### src/rtl/fft_sched.sv
// fft_sched: ping-pong fill and 4-stage radix-2 DIT butterfly scheduler for a 16-point FFT.
// Optional FFT_SCHED_FRAME_CNT_EN adds frame_cnt and saturating drop_cnt outputs.
module fft_sched #(
  parameter int LOG2N  = 4,
  parameter int BF_LAT = 2
) (
  input  logic             clk,
  input  logic             rst,
  input  logic             data_valid,
  output logic             wr_en,
  output logic             wr_bank,
  output logic [LOG2N-1:0] wr_addr,
  output logic             cmp_bank,
  output logic             bf_start,
  output logic [LOG2N-1:0] bf_addr_a,
  output logic [LOG2N-1:0] bf_addr_b,
  output logic [LOG2N-2:0] tw_idx,
  output logic             bf_we,
  output logic [LOG2N-1:0] wb_addr_a,
  output logic [LOG2N-1:0] wb_addr_b,
  output logic             busy,
  output logic             fft_valid,
  output logic             overrun
`ifdef FFT_SCHED_FRAME_CNT_EN
  ,
  output logic [15:0]      frame_cnt,
  output logic [7:0]       drop_cnt
`endif
);
  localparam int SW = (LOG2N > 1) ? $clog2(LOG2N) : 1;
  localparam int DW = $clog2(BF_LAT + 1);
  typedef enum logic [1:0] {IDLE, ISSUE, DRAIN, OUT} state_t;
  state_t state_q, state_d;
  logic [LOG2N-1:0] fill_q, fill_d;
  logic wr_bank_q, wr_bank_d, cmp_bank_q, cmp_bank_d, pend_q, pend_d, hold_q, hold_d;
  logic [SW-1:0] s_q, s_d;
  logic [LOG2N-2:0] k_q, k_d;
  logic [DW-1:0] dc_q, dc_d;
  logic [2*LOG2N:0] pipe_q [BF_LAT];
  logic acc, fc, launch, issue;
  logic [LOG2N-1:0] kk, h, j, a;
  always_comb begin
    kk = LOG2N'(k_q);
    h = LOG2N'(1) << s_q;
    j = kk & (h - 1'b1);
    a = (((kk >> s_q) << s_q) << 1) + j;
    issue = state_q == ISSUE;
    bf_start = issue;
    bf_addr_a = issue ? a : '0;
    bf_addr_b = issue ? (a | h) : '0;
    tw_idx = issue ? (LOG2N-1)'(j << (LOG2N - 1 - s_q)) : '0;
    for (int i = 0; i < LOG2N; i++) wr_addr[i] = fill_q[LOG2N-1-i];
    acc = data_valid & ~hold_q;
    fc = acc & (fill_q == '1);
    launch = fc & ((state_q == IDLE) | (state_q == OUT));
    wr_en = rst & acc;
    overrun = rst & data_valid & hold_q;
    wr_bank = wr_bank_q;
    cmp_bank = cmp_bank_q;
    busy = state_q != IDLE;
    fft_valid = state_q == OUT;
    {bf_we, wb_addr_a, wb_addr_b} = pipe_q[BF_LAT-1];
  end
  always_comb begin
    state_d = state_q;
    fill_d = acc ? fill_q + 1'b1 : fill_q;
    wr_bank_d = wr_bank_q;
    cmp_bank_d = cmp_bank_q;
    pend_d = pend_q;
    hold_d = hold_q;
    s_d = s_q;
    k_d = k_q;
    dc_d = dc_q;
    if (fc && !launch) begin
      pend_d = 1'b1;
      hold_d = 1'b1;
    end
    case (state_q)
      ISSUE: begin
        k_d = k_q + 1'b1;
        if (k_q == '1) begin
          state_d = DRAIN;
          dc_d = '0;
        end
      end
      DRAIN: begin
        dc_d = dc_q + 1'b1;
        if (dc_q == DW'(BF_LAT - 1)) begin
          state_d = (s_q == SW'(LOG2N - 1)) ? OUT : ISSUE;
          s_d = (s_q == SW'(LOG2N - 1)) ? s_q : s_q + 1'b1;
        end
      end
      OUT: begin
        s_d = '0;
        state_d = pend_q ? ISSUE : IDLE;
        if (pend_q) begin
          pend_d = 1'b0;
          hold_d = 1'b0;
          cmp_bank_d = wr_bank_q;
          wr_bank_d = ~wr_bank_q;
        end
      end
      default: ;
    endcase
    if (launch) begin
      state_d = ISSUE;
      cmp_bank_d = wr_bank_q;
      wr_bank_d = ~wr_bank_q;
    end
  end
  always_ff @(posedge clk or negedge rst) begin
    if (!rst) begin
      state_q <= IDLE;
      fill_q <= '0;
      wr_bank_q <= 1'b0;
      cmp_bank_q <= 1'b0;
      pend_q <= 1'b0;
      hold_q <= 1'b0;
      s_q <= '0;
      k_q <= '0;
      dc_q <= '0;
    end else begin
      state_q <= state_d;
      fill_q <= fill_d;
      wr_bank_q <= wr_bank_d;
      cmp_bank_q <= cmp_bank_d;
      pend_q <= pend_d;
      hold_q <= hold_d;
      s_q <= s_d;
      k_q <= k_d;
      dc_q <= dc_d;
    end
  end
  // writeback strobe and addresses trail the issue by exactly BF_LAT cycles
  always_ff @(posedge clk or negedge rst) begin
    if (!rst) begin
      for (int i = 0; i < BF_LAT; i++) pipe_q[i] <= '0;
    end else begin
      pipe_q[0] <= {bf_start, bf_addr_a, bf_addr_b};
      for (int i = 1; i < BF_LAT; i++) pipe_q[i] <= pipe_q[i-1];
    end
  end
`ifdef FFT_SCHED_FRAME_CNT_EN
  logic [15:0] frame_q;
  logic [7:0] drop_q;
  always_ff @(posedge clk or negedge rst) begin
    if (!rst) begin
      frame_q <= '0;
      drop_q <= '0;
    end else begin
      if (fft_valid) frame_q <= frame_q + 1'b1;
      if (overrun && drop_q != '1) drop_q <= drop_q + 1'b1;
    end
  end
  assign frame_cnt = frame_q;
  assign drop_cnt = drop_q;
`endif
endmodule

### config.mk
export PLATFORM = sky130hd
export DESIGN_NAME = fft_sched
export DESIGN_NICKNAME = d
export VERILOG_FILES = /design/src/rtl/fft_sched.sv
export SDC_FILE = /design/constraint.sdc
export NUM_CORES = 1
export LEC_CHECK = 0
export BUFFER_PORTS_ARGS = -buffer_cell sky130_fd_sc_hd__clkbuf_2
export CAP_MARGIN = 10
export CORE_MARGIN = 1.5
export CORE_UTILIZATION = 58
export DETAILED_ROUTE_END_ITERATION = 7
export PLACE_DENSITY = 0.83
export SYNTH_ARGS = -nofsm -noshare
export SYNTH_HDL_FRONTEND = slang
export SYNTH_SLANG_ARGS = --single-unit
### constraint.sdc
create_clock -name clk -period 5.1 [get_ports clk]
set_input_delay 0.51 -clock clk [delete_from_list [all_inputs] [get_ports clk]]
set_output_delay 0.51 -clock clk [all_outputs]
set_load 0.01 [all_outputs]
# Yosys cells after proc, flatten, opt, wreduce, memory -nomap -nowiden
# Index checks and enable logic that the tools add are counted.
[totals]
elab_cells = 84
inputBits = 3
register_bits = 35
[op_classes]
n_mux = 26
reduce_logical = 13
shifts = 4
n_addsub = 7
n_eq_ne = 12
bitwise = 11
[ops]
columns = ["op", "n"]
rows = [
  ["$shl A4 B32 Y3", 1],
  ["$mux W2", 7],
  ["$mux W1", 13],
  ["$reduce_bool A2 Y1", 5],
  ["$mux W4", 2],
  ["$pmux W2 S2", 2],
  ["$and A1 B1 Y1", 6],
  ["$eq A2 B2 Y1 const B", 3],
  ["$pmux W2 S3", 1],
  ["$reduce_and A3 Y1", 2],
  ["$add A2 B1 Y2 const B", 2],
  ["$add A4 B1 Y4 const B", 1],
  ["$add A4 B4 Y4", 1],
  ["$and A3 B4 Y4", 1],
  ["$eq A2 B1 Y1 const B", 2],
  ["$eq A4 B4 Y1 const B", 1],
  ["$ne A2 B2 Y1 const B", 2],
  ["$or A4 B4 Y4", 1],
  ["$reduce_and A2 Y1", 2],
  ["$reduce_bool A4 Y1", 1],
  ["$shl A1 B2 Y4 const A", 1],
  ["$shl A4 B2 Y3", 1],
  ["$shr A3 B2 Y4", 1],
  ["$sub A4 B1 Y4 const B", 1],
  ["12 further kinds", 13],
]

# Depth between registers and ports, before layout
# Gate-level depths: netlist of the first run.
[logic_depth]
word_depth = 9
depth_mapped = 9
ltp_nobuf = 9

# Worst setup path after synthesis of the first run
# Ideal clock, no wire load.
[synth_timing]
path_type = "reg2out"
from = "reg s_q[0]"
to = "out bf_addr_a[3]"
setup_slack_ps = 2511
n_path_buf = 0
arrival_time_ps = 2079
stages_incl_launch_ff = 10
path_cell_list = "dfrtp_1 inv_1 ha_1 xnor2_1 and2_1 ha_1 inv_1 fa_1 xnor2_1 and2_1"
[synth_between]
elab_chain_cells = 5
elab_cells_between_ends = 7
classes_between = "2 x add/sub; 3 x shift; 1 x mux; 1 x bitwise"
[synth_rtl]
columns = ["element", "line", "rtl"]
rows = [
  ["start, declared", "36", "logic [SW-1:0] s_q, s_d;"],
  ["start signal, assigned", "119", "s_q <= '0;"],
  ["start signal, assigned", "129", "s_q <= s_d;"],
  ["$shl A1 B2 Y4", "44", "h = LOG2N'(1) << s_q;"],
  ["$sub A4 B1 Y4", "45", "j = kk & (h - 1'b1);"],
  ["$and A3 B4 Y4", "45", ""],
  ["$add A4 B4 Y4 *", "46", "a = (((kk >> s_q) << s_q) << 1) + j;"],
  ["$mux W4 *", "49", "bf_addr_a = issue ? a : '0;"],
  ["end, declared", "15", "output logic [LOG2N-1:0] bf_addr_a,"],
]
# Mark *: on every way between the ends. The rest lies on a longest branch, timed or not.

# Worst setup path in the final report of the first run
# Same ends and word-level chain as after synthesis.

==> results.md, run 1 <==
- Final WS setup: approximately 1.8 ns
- VDD IR max: 0.2147 mV
- Final Hold Fails: 0
- Relative slew slack: 42.51%
- DRT Pass-1 Iters: 8
- Drt drc: 3
- Post-CTS Repair Setup Buffers: 0
- Delay of the slowest critical-path stage: 0.50 ns
- Die span in x: 57.84 microns
- CP Launch Type: register
- ANT cells: 0
- Fmax: 299.7 MHz
- Std-Cell Rows: 19
- Later-pin clock latency in the skew report: around 0.33 ns
- HP Class: input pin to asynchronous set/reset pin
- Number of fill cells: ~220
- Fin crit share: between 60% and 70%
- Post-synthesis xor/xnor area fraction: 4.017%
- Leak pwr: between 0.0009 and 0.001 uW
- Setup WS pre-CTS: 2.192 ns
- Hold buffers post-CTS: 0
- IO Port Bufs: 33
- Synth Area in Adders: 11.91%
- Post-Route WL: 2820 microns
- Mapped Avg Cell Area: ~12 sq um
- Global-route wire length before repair: around 4600 microns
- Register bit total from synthesis: 35
- Inserted Clock Buffers: 5
- Layout cell share with drive strength beyond 1: 26.70%
- Main combinational cell family by area after synthesis: simple AND/OR/NAND/NOR gates
- Syn_nets: 166
- Post-synth ARST share: 100.0%
- Syn Inst Count: ~150
- DR vias/cell: 5.522
- Root Buffer: clkbuf_4
- Unrepaired setup endpoints after global routing: false
- Dominant synthesized flop cell: dfrtp_1
- Pwr/cell area: slightly below 300 nW/um^2
- Area leader, netlist: dfrtp_1
- CTS tree: yes
- Post-CTS sizing: 0
- Crit Path Class: register to output pin
- Num Clock Sinks: 35
- Fin crit period: 3.337 ns
- Core area: 2805 sq um
- Clock transition at the registers of the reported paths: 0.10 ns
- Number of synthesis warnings: 0
- Vias in the first global route: 1080
- CP max FO: 8
- Top cell type's share of synthesized area: 50.22%
- Post-DRT Antenna Nets: 0
- Critical-path cell list: inv_1 -> ha_1 -> xnor2_1 -> and2_1 -> ha_1 -> inv_1 -> fa_1 -> xnor2_1 -> and2_1 -> clkbuf_2
- Mapped Area: 1744 sq um
- Setup violators final: 0
- Initial antenna violation count: 0
- Die footprint: 3345 sq um
- Fin. max-slew vios: 0
- Clock skew: ~0.0074 ns
- Post-synth EDFFs: 0
- DP Wirelength: around 2000 microns
- Cell variety after synth: 44
- Routability congestion estimate: 0.7838
- WP data arrival: 2.83 ns
- Failing checks: DRC
- Die height: 57.84 microns
- Wire per inst: roughly 14 microns
- Grt ovf: 0
- MaxCap Viol Count: 0
- Multiplexer share of the synthesized area: 3.802%
- Layout Nets: 195
- CTS Buffer Depth: 2
- Initial Utilization: between 60% and 70%
- DR iter-0 viols: 35
- Sequential area share after synthesis: 50.22%
- GRT Overall Usage: 18.45%
- Vias post-DR: 1143
- Post-Synth Simple-Gate Area: between 10% and 20%
- H-tree depth: 2
- Setup crit end kind: output pin
- Status: complete, but fails checks
- Num ports: 34
- Compound-Gate Fraction of Synth Area: 9.971%
- Critical-path top delay cell: dfrtp_1
- Largest net degree at the start of global routing: 38
- Area delta synth->final: 10.26%
- Req. time, crit path: 4.59 ns
- Fin Setup TNS: 0 ns
- Worst slew pin tran: 0.8623 ns
- Area contributors post-synth: dfrtp_1 (50%), ha_1 (11%), buf_4 (3.4%)
==> flip-flops by register name, indices dropped and copies added, names as in the netlist <==
name / count
pipe_q: 9
fill_q: 4
wb_addr_a: 4
wb_addr_b: 4
k_q: 3
dc_q: 2
s_q: 2
state_q: 2
bf_we: 1
cmp_bank: 1
hold_q: 1
pend_q: 1
wr_bank: 1
==> power breakdown <==
part           internal (uW)  switching, uW  total [uW]
combinational           46.0           44.5        90.4
clock                   63.8           86.0         150
sequential               301           27.4         329
total                    411            158         569
==> kinds of logic after synthesis <==
kind of cell | Yosys count
and+or+nand+nor | 40
DFF | 35
AOI/OAI and AO/OA | 23
buffers and inverters | 19
adders and majority gates | 16
xor gates and xnor gates | 8
muxes | 6
==> final cells by class <==
class                   instances  area, sq um  area share (%)
clock buffers                   6        51.30           2.668
clock inverters                 1        5.005          0.2602
inverters                       8        30.03           1.561
multi-input cells              93        757.0           39.36
flip-flops and latches         35        875.8           45.54
well taps                      31        38.79           2.017
repair buffers                 33        165.2           8.588
==> cell usage after synthesis (2+ instances only) <==
library cell  instances
dfrtp_1              35
ha_1                 15
buf_4                 8
inv_1                 8
nand2_1               7
and2_1                6
nor2_1                6
xnor2_1               5
mux2_2                4
o21a_1                4
nor2b_1               3
nor3_1                3
o211ai_1              3
xor2_1                3
a21boi_1              2
a21o_1                2
and3_1                2
buf_2                 2
nand2b_1              2
nand3b_1              2
nand4_1               2
==> final timing paths <==
kind	from	to	slack, ns	cells past startpoint
max in group asynchronous	rst	pipe_q[11]	4.29	1
min	rst	wb_addr_b[0]	0.28	1
max reg2reg	s_q[0]	pipe_q[12]	2.66	9
max	s_q[0]	bf_addr_a[3]	1.76	10
min reg2reg	pipe_q[14]	wb_addr_a[1]	0.35	0
min in group clk	pipe_q[14]	wb_addr_a[1]	0.35	0
==> layer usage <==
layer | track usage [%] | vias up | wire length [microns]
met5 | 0 | - | 0
met4 | 7.641 | 0 | 45
met3 | 6.250 | 7 | 138
met2 | 30.52 | 31 | 1362
met1 | 22.07 | 548 | 1274
li1 | - | 557 | -
==> cell usage in the layout (no fill, tap or decap), drive strengths merged, types with 2 or more instances in the layout <==
| cell | instances |
|---|---|
| o21a | 4 |
| nor3 | 3 |
| nor2b | 3 |
| o211ai | 3 |
| dfrtp | 35 |
| nand2b | 2 |
| nand3b | 3 |
| a21boi | 3 |
| nand2 | 7 |
| and3 | 2 |
| nor2 | 6 |
| xnor2 | 5 |
| mux2 | 5 |
| nand4 | 2 |
| xor2 | 3 |
| clkbuf | 39 |
| and2 | 6 |
| inv | 8 |
| ha | 15 |
| o21ai | 3 |
| a21o | 2 |
==> worst max-delay path: cells and delay by family (launching register included) <==
kind / cells / cell delay, ns
adders and majority gates: 3 / 0.80
DFF: 1 / 0.50
xor gates and xnor gates: 2 / 0.52
and+or+nand+nor: 2 / 0.34
buffers and inverters: 3 / 0.35
==> stage by stage <==
| stage | utilization [%] | std cells | cell area, sq um | hold slack [ns] | total power [uW] |
|---|---|---|---|---|---|
| final | 68.55 | 207 | 1923 | 0.2776 | 569.1 |
| after global routing | 68.55 | 207 | 1923 | 0.3214 | 599.4 |
| after CTS | 68.55 | 207 | 1923 | 0.2915 | 575.5 |
| after detailed placement | 66.55 | 200 | 1867 | 0.3347 | 426.4 |
| after global placement | 66.55 | 200 | 1867 | 0.3315 | 422.4 |
| after floorplan | - | 147 | 1744 | 0.2144 | 389.5 |
No activity file was read; power rests on OpenSTA's default activity.
==> run 2, diff against run 1 <==
Settings changed: ABC_AREA set to 1, CORE_UTILIZATION 58 to 54, PLACE_DENSITY 0.83 to 0.78.
Clock period 5.1 ns to 3.19 ns, I/O delays scaled along.
==> run 2 against run 1 <==
The run now ends clean. Worst hold slack worse by 0.23 ns. Clock skew up 0.0030 ns. Non-clock buffer count up 1. Final cell count up 19%. Worst setup slack worse by 1.6 ns. Clock power up 56%. Critical path depth up 1. Utilization down 5.2 points.
==> results.md, run 2 <==
- Initial Utilization: 56.45% (-5.7 points)
- Dominant synthesized flop cell: dfrtp_1
- Compound-Gate Fraction of Synth Area: 6.369% (-3.6 points)
- Post-DRT Antenna Nets: 0 (unchanged)
- Die height: 59.26 microns (+2.5%)
- Mapped Avg Cell Area: 9.937 sq um (-16%)
- Drt drc: 0 (-3)
- Fin Setup TNS: 0 ns (unchanged)
- Root Buffer: clkbuf_4
- Vias in the first global route: 1093 (+1.2%)
- Cell mode on critical path: inv_1
- Leak pwr: 0.001051 uW (+14%)
- ANT cells: 0 (unchanged)
- Fin crit period: about 3.0 ns
- Routability congestion estimate: 0.9203 (+17%)
- Fin crit share: 93.98%
- Setup crit end kind: output pin
- DR vias/cell: 4.887 (-12%)
- Worst slew pin tran: 0.5588 ns (-0.3035 ns)
- DRT Pass-1 Iters: 4 (-4)
- Post-synthesis xor/xnor area fraction: 3.514% (-0.50 points)
- Most frequent cell after synthesis: dfrtp_1
- Initial antenna violation count: 0 (unchanged)
- Top routing layer in use: met4
- H-tree depth: 2 (unchanged)
- Reg with most FFs: pipe_q
- Worst R2R End: pipe_q[11]
- WP data arrival: 2.68 ns (-0.15 ns)
- Multiplexer share of the synthesized area: 0% (-3.8 points)
- Wire per inst: 11.12 microns (-18%)
- VDD IR max: 0.2655 mV (+24%)
- HP Class: input pin to asynchronous set/reset pin
- Relative slew slack: 62.75% (+20 points)
- Delay of the slowest critical-path stage: 0.49 ns (about the same)
- Core area: 3028 sq um (+7.9%)
- Fin. max-slew vios: 0 (unchanged)
- CTS Buffer Depth: 2 (unchanged)
- Reg2reg path depth: 10 (+1)
- Critical-path cell list: inv_1 -> ha_1 -> inv_1 -> nand2_1 -> nand3_1 -> inv_1 -> ha_1 -> inv_1 -> fa_1 -> o21ai_0 -> clkbuf_2
- Area leader, netlist: dfrtp_1
- Final Hold Fails: 0 (unchanged)
- Register bit total from synthesis: 35 (unchanged)
- Post-CTS sizing: 0 (unchanged)
- Pwr/cell area: 361.8 nW/um^2 (+22%)
- Post-synth ARST share: 100.0% (unchanged)
- Synth Area in Adders: 12.15% (+0.24 points)
- Std-Cell Rows: 20 (+1)
- MaxCap Viol Count: 0 (unchanged)
- Most common library cell in the layout ignoring fill and taps: dfrtp_1
- Req. time, crit path: 2.87 ns (-1.72 ns)
- Worst R2R Setup Slack: 0.91 ns (-1.75 ns)
- Num ports: 34 (unchanged)
- Sequential area share after synthesis: 51.24% (+1.0 points)
- WL met1: 1216 microns (-4.6%)
- Main combinational cell family by area after synthesis: simple AND/OR/NAND/NOR gates
- Inserted Clock Buffers: 5 (unchanged)
- Commonest cells in the netlist: dfrtp_1 (35), nand2_1 (31), inv_1 (23)
- Post-Route WL: 2747 microns (-2.6%)
- Number of synthesis warnings: 0 (unchanged)
- Most frequent cells in the layout: dfrtp_1 (35), clkbuf_2 (33), nand2_1 (31), inv_1 (23), ha_1 (15)
- Layout Nets: 222 (+14%)
- IO Port Bufs: 33 (unchanged)
- Layout cell share with drive strength beyond 1: 26.60% (-0.10 points)
- Post-CTS Repair Setup Buffers: 0 (unchanged)
- Later-pin clock latency in the skew report: 0.33 ns (about the same)
- Setup violators final: 0 (unchanged)
- Die footprint: 3512 sq um (+5.0%)
- Wire length on met2: 1381 microns (+1.4%)
- Top cell type's share of synthesized area: 51.24% (+1.0 points)
- Vias post-DR: 1207 (+5.6%)
- Area contributors post-synth: dfrtp_1 (51%), ha_1 (11%), nand2_1 (6.8%)
- Global-route wire length before repair: 4526 microns (-2.1%)
- Mapped Area: 1709 sq um (-2.0%)
- Post-synth EDFFs: 0 (unchanged)
- Status: completed
- Reg2reg start: s_q[0]
- Hold buffers post-CTS: 0 (unchanged)
- CTS tree: yes
- Cell variety after synth: 27 (-39%)
- Fmax: 333.5 MHz
- Area delta synth->final: 12.15%
- Largest net degree at the start of global routing: 36 (-5.3%)
- Number of flip-flops in the largest register: 9 (unchanged)
- Power Total: 693.5 uW (+22%)
- Post-Synth Simple-Gate Area: 16.54% (+2.8 points)
- CP Launch Type: register
- CP max FO: 8 (unchanged)
- DR WL met3: 127 microns (-8.0%)
- Unrepaired setup endpoints after global routing: false
- DP Cell Count: 240 (+20%)
- Final non-filler cell total: 247 (+19%)
- DR iter-0 viols: 43 (+23%)
- Grt ovf: 0 (unchanged)
- Clock skew: 0.01039 ns (+0.002952 ns)
- Critical-path top delay cell: dfrtp_1
- Crit Path Class: register to output pin
- Die span in x: 59.26 microns (+2.5%)
- Clock transition at the registers of the reported paths: 0.10 ns (about the same)
- GRT Overall Usage: 17.36% (-1.1 points)
- Syn Inst Count: 172 (+17%)
- Syn_nets: 191 (+15%)
- DP Wirelength: 2144 microns (+5.7%)
- Num Clock Sinks: 35 (unchanged)
run 2: cells by family after synthesis:
group / count (synthesis)
AOI/OAI and AO/OA: 20
xor gates and xnor gates: 6
adders and majority gates: 16
buffers and inverters: 36
DFF: 35
and+or+nand+nor: 59
run 2: worst max-delay path by stage:
stage,from,end,slack (ns),cells after the start
6_report,s_q[0],bf_addr_b[2],0.19,11
5_1_grt,s_q[0],bf_addr_b[2],0.02,11
4_1_cts,s_q[0],bf_addr_b[2],0.18,11
3_5_place_dp,s_q[0],bf_addr_b[2],0.55,11
3_3_place_gp,s_q[0],bf_addr_b[2],0.69,11
2_1_floorplan,s_q[0],bf_addr_b[2],0.81,10
run 2: worst max-delay path: cells and delay by family, from the launching register on:
kind | cells | cell delay (ns)
buffers and inverters | 5 | 0.55
and+or+nand+nor | 2 | 0.17
adders and majority gates | 3 | 0.88
AOI/OAI and AO/OA | 1 | 0.26
DFF | 1 | 0.49
run 2: per-layer routing:
layer	vias up	global-route usage, %
met3	3	4.585
met4	0	6.494
met5	-	0
li1	596	-
met2	33	29.20
met1	575	21.24
run 2: power breakdown:
group / internal, uW / switching [uW] / total (uW)
Clock: 102 / 132 / 234
Combinational: 3.32 / 11.2 / 14.6
Sequential: 444 / 0.763 / 445
run 2: layout make-up:
cell class / instances / area, sq um
fillers: 255 / 1111
flip-flops and latches: 35 / 875.8
multi-input cells: 101 / 659.4
repair buffers: 34 / 172.7
inverters: 26 / 97.59
well taps: 44 / 55.05
clock buffers: 6 / 51.30
clock inverters: 1 / 5.005
run 2: metrics by stage:
stage / hold WS (ns) / util (%) / worst slack, ns / area (sq um)
2_1_floorplan: 0.02341 / - / 0.8148 / 1709
3_3_place_gp: 0.3315 / 61.45 / 0.6945 / 1861
3_5_place_dp: 0.3379 / 61.45 / 0.5540 / 1861
4_1_cts: 0.06529 / 63.31 / 0.1818 / 1917
5_1_grt: 0.08607 / 63.31 / 0.01514 / 1917
6_report: 0.05232 / 63.31 / 0.1919 / 1917
==> run 3, diff against run 2 <==
Settings changed: CORE_ASPECT_RATIO set to 0.8.
==> run 3 against run 2 <==
Wire length rose by 14%. Critical path depth rose by 1. Via count fell by 0.58%. Clock skew fell by 0.0018 ns. Worst setup slack improved by 0.020 ns. Combinational power rose by 3%. Sequential share of layout area fell by 0.65 points. Utilization rose by 0.17 points. Register-to-register slack got worse by 0.04 ns. Clock power rose by 32%. Highest routed layer unchanged. Die area barely moved.
==> results.md, run 3 (same netlist as run 2, synthesis figures left out) <==
- Status: completed
- Worst slew pin tran: 0.5872 ns (+0.02835 ns)
- Reg with most FFs: pipe_q
- Initial Utilization: 55.80% (-0.65 points)
- Critical path launch point: s_q[0]
- Die height: 53.32 microns (-10%)
- Setup violators final: 0 (unchanged)
- CTS tree: yes
- Core area: 3063 sq um (+1.2%)
- Vias post-DR: 1200 (-0.58%)
- ANT cells: 0 (unchanged)
- Root Buffer: clkbuf_8
- WP data arrival: 2.66 ns (-0.02 ns)
- Grt ovf: 0 (unchanged)
- IO Port Bufs: 33 (unchanged)
- Initial antenna violation count: 0 (unchanged)
- DR iter-0 viols: 70 (+63%)
- Most frequent cells in the layout: dfrtp_1 (35), clkbuf_2 (33), nand2_1 (31), inv_1 (23), ha_1 (15)
- Setup crit end kind: output pin
- Number of flip-flops in the largest register: 9 (unchanged)
- Crit Path Class: register to output pin
- Largest net degree at the start of global routing: 36 (unchanged)
- Wire per inst: 12.81 microns (+15%)
- Die footprint: 3514 sq um (about the same)
- Num Clock Sinks: 35 (unchanged)
- Post-Route WL: 3126 microns (+14%)
- Most common library cell in the layout ignoring fill and taps: dfrtp_1
- CTS Buffer Depth: 2 (unchanged)
- Relative slew slack: 60.86% (-1.9 points)
- Routability congestion estimate: 0.8530 (-7.3%)
- Area delta synth->final: 13.76%
- Post-DRT Antenna Nets: 0 (unchanged)
- CP max FO: 8 (unchanged)
- Layout cell share with drive strength beyond 1: 26.96% (+0.36 points)
- Clock transition at the registers of the reported paths: 0.07 ns (-0.03 ns)
- VDD IR max: 0.2407 mV (-9.3%)
- Clock skew: 0.008590 ns (-0.001802 ns)
- GRT Overall Usage: 20.34% (+3.0 points)
- H-tree depth: 2 (unchanged)
- DR vias/cell: 4.918 (+0.64%)
- Fmax: 335.8 MHz (+0.68%)
- DRT Pass-1 Iters: 4 (unchanged)
- MaxCap Viol Count: 0 (unchanged)
- Unrepaired setup endpoints after global routing: false
- Num ports: 34 (unchanged)
- Req. time, crit path: 2.87 ns (about the same)
- Vias in the first global route: 1144 (+4.7%)
- Std-Cell Rows: 18 (-10%)
- Fin Setup TNS: 0 ns (unchanged)
- Layout Nets: 222 (unchanged)
- Later-pin clock latency in the skew report: 0.28 ns (-0.05 ns)
- Leak pwr: 0.001057 uW (+0.52%)
- Fin. max-slew vios: 0 (unchanged)
- Drt drc: 0 (unchanged)
- HP Class: input pin to asynchronous set/reset pin
- Fin crit share: 93.35% (-0.63 points)
- Global-route wire length before repair: 5140 microns (+14%)
- DP Wirelength: 2357 microns (+9.9%)
- CP Launch Type: register
- Post-layout util: 63.48% (+0.17 points)
- Pwr/cell area: 395.8 nW/um^2 (+9.4%)
- Die span in x: 65.90 microns (+11%)
- Fin crit period: 2.978 ns (-0.02015 ns)
- Reg2reg start: s_q[0]
- Hold buffers post-CTS: 0 (unchanged)
- Post-CTS Repair Setup Buffers: 0 (unchanged)
- Inserted Clock Buffers: 5 (unchanged)
- Final Hold Fails: 0 (unchanged)
-- run 3: cell count changes in the layout (fill, tap and decap cells not counted) --
cell | previous run | this run
clkbuf_4 | 5 | 0
clkbuf_8 | 1 | 5
clkinvlp_4 | 0 | 2
o21ai_0 | 8 | 7
o21ai_1 | 1 | 2
-- run 3: area by class of cell --
class                           count  area (sq um)
Sequential cell                    35         875.8
Multi-Input combinational cell    101         659.4
Fill cell                         266          1119
Timing Repair Buffer               34         172.7
Clock inverter                      3         20.02
Clock buffer                        5         68.82
Tap cell                           40         50.05
Inverter                           26         97.59
-- run 3: metal layers --
layer | routed length (microns) | GRT usage, % | share of wire (%)
met1 | 1332 | 25.44 | 43
met3 | 191 | 7.234 | 6.1
met4 | 84 | 10.07 | 2.7
met5 | 0 | 0 | 0
met2 | 1517 | 31.31 | 49
-- run 3: worst paths after layout --
path | endpoint | slack, ns | depth (start not counted)
min in group clk | wb_addr_a[1] | 0.35 | 0
max | bf_addr_b[3] | 0.21 | 12
min | cmp_bank | 0.13 | 2
max in group asynchronous | wb_addr_b[1] | 2.76 | 2
max reg2reg | pipe_q[12] | 0.87 | 11
min reg2reg | wb_addr_a[1] | 0.35 | 0
-- run 3: worst max-delay path: stages (launching register included) --
cell and delay, ns:
dfrtp_1 0.46, inv_1 0.22, ha_1 0.25, inv_1 0.07, nand2_1 0.08, nand3_1 0.12
inv_1 0.08, ha_1 0.14, inv_1 0.04, fa_1 0.39, xnor2_1 0.16, a21oi_1 0.20
clkbuf_2 0.17
-- run 3: power by group --
group	internal [uW]	leakage, uW	switching (uW)
Combinational	3.38	0.000545	11.6
Sequential	444	0.000471	0.815
Clock	152	0.0000402	158
-- run 3: repair_timing --
item	CTS	global route
gates resized for setup	0	1
setup endpoints to repair	0	1
endpoints found under the hold margin	0	0
-- run 3: through the flow --
step / power (uW) / setup slack (ns) / hold WS (ns) / area [sq um] / std cells
floorplan: 456.3 / 0.8148 / 0.02341 / 1709 / 172
finish: 769.5 / 0.2121 / 0.1266 / 1944 / 244
global placement: 468.3 / 0.7065 / 0.3333 / 1856 / 236
global route: 799.7 / 0.05320 / 0.1673 / 1944 / 244
CTS: 779.8 / 0.2164 / 0.1348 / 1944 / 244
detailed placement: 469.3 / 0.5223 / 0.3373 / 1856 / 236
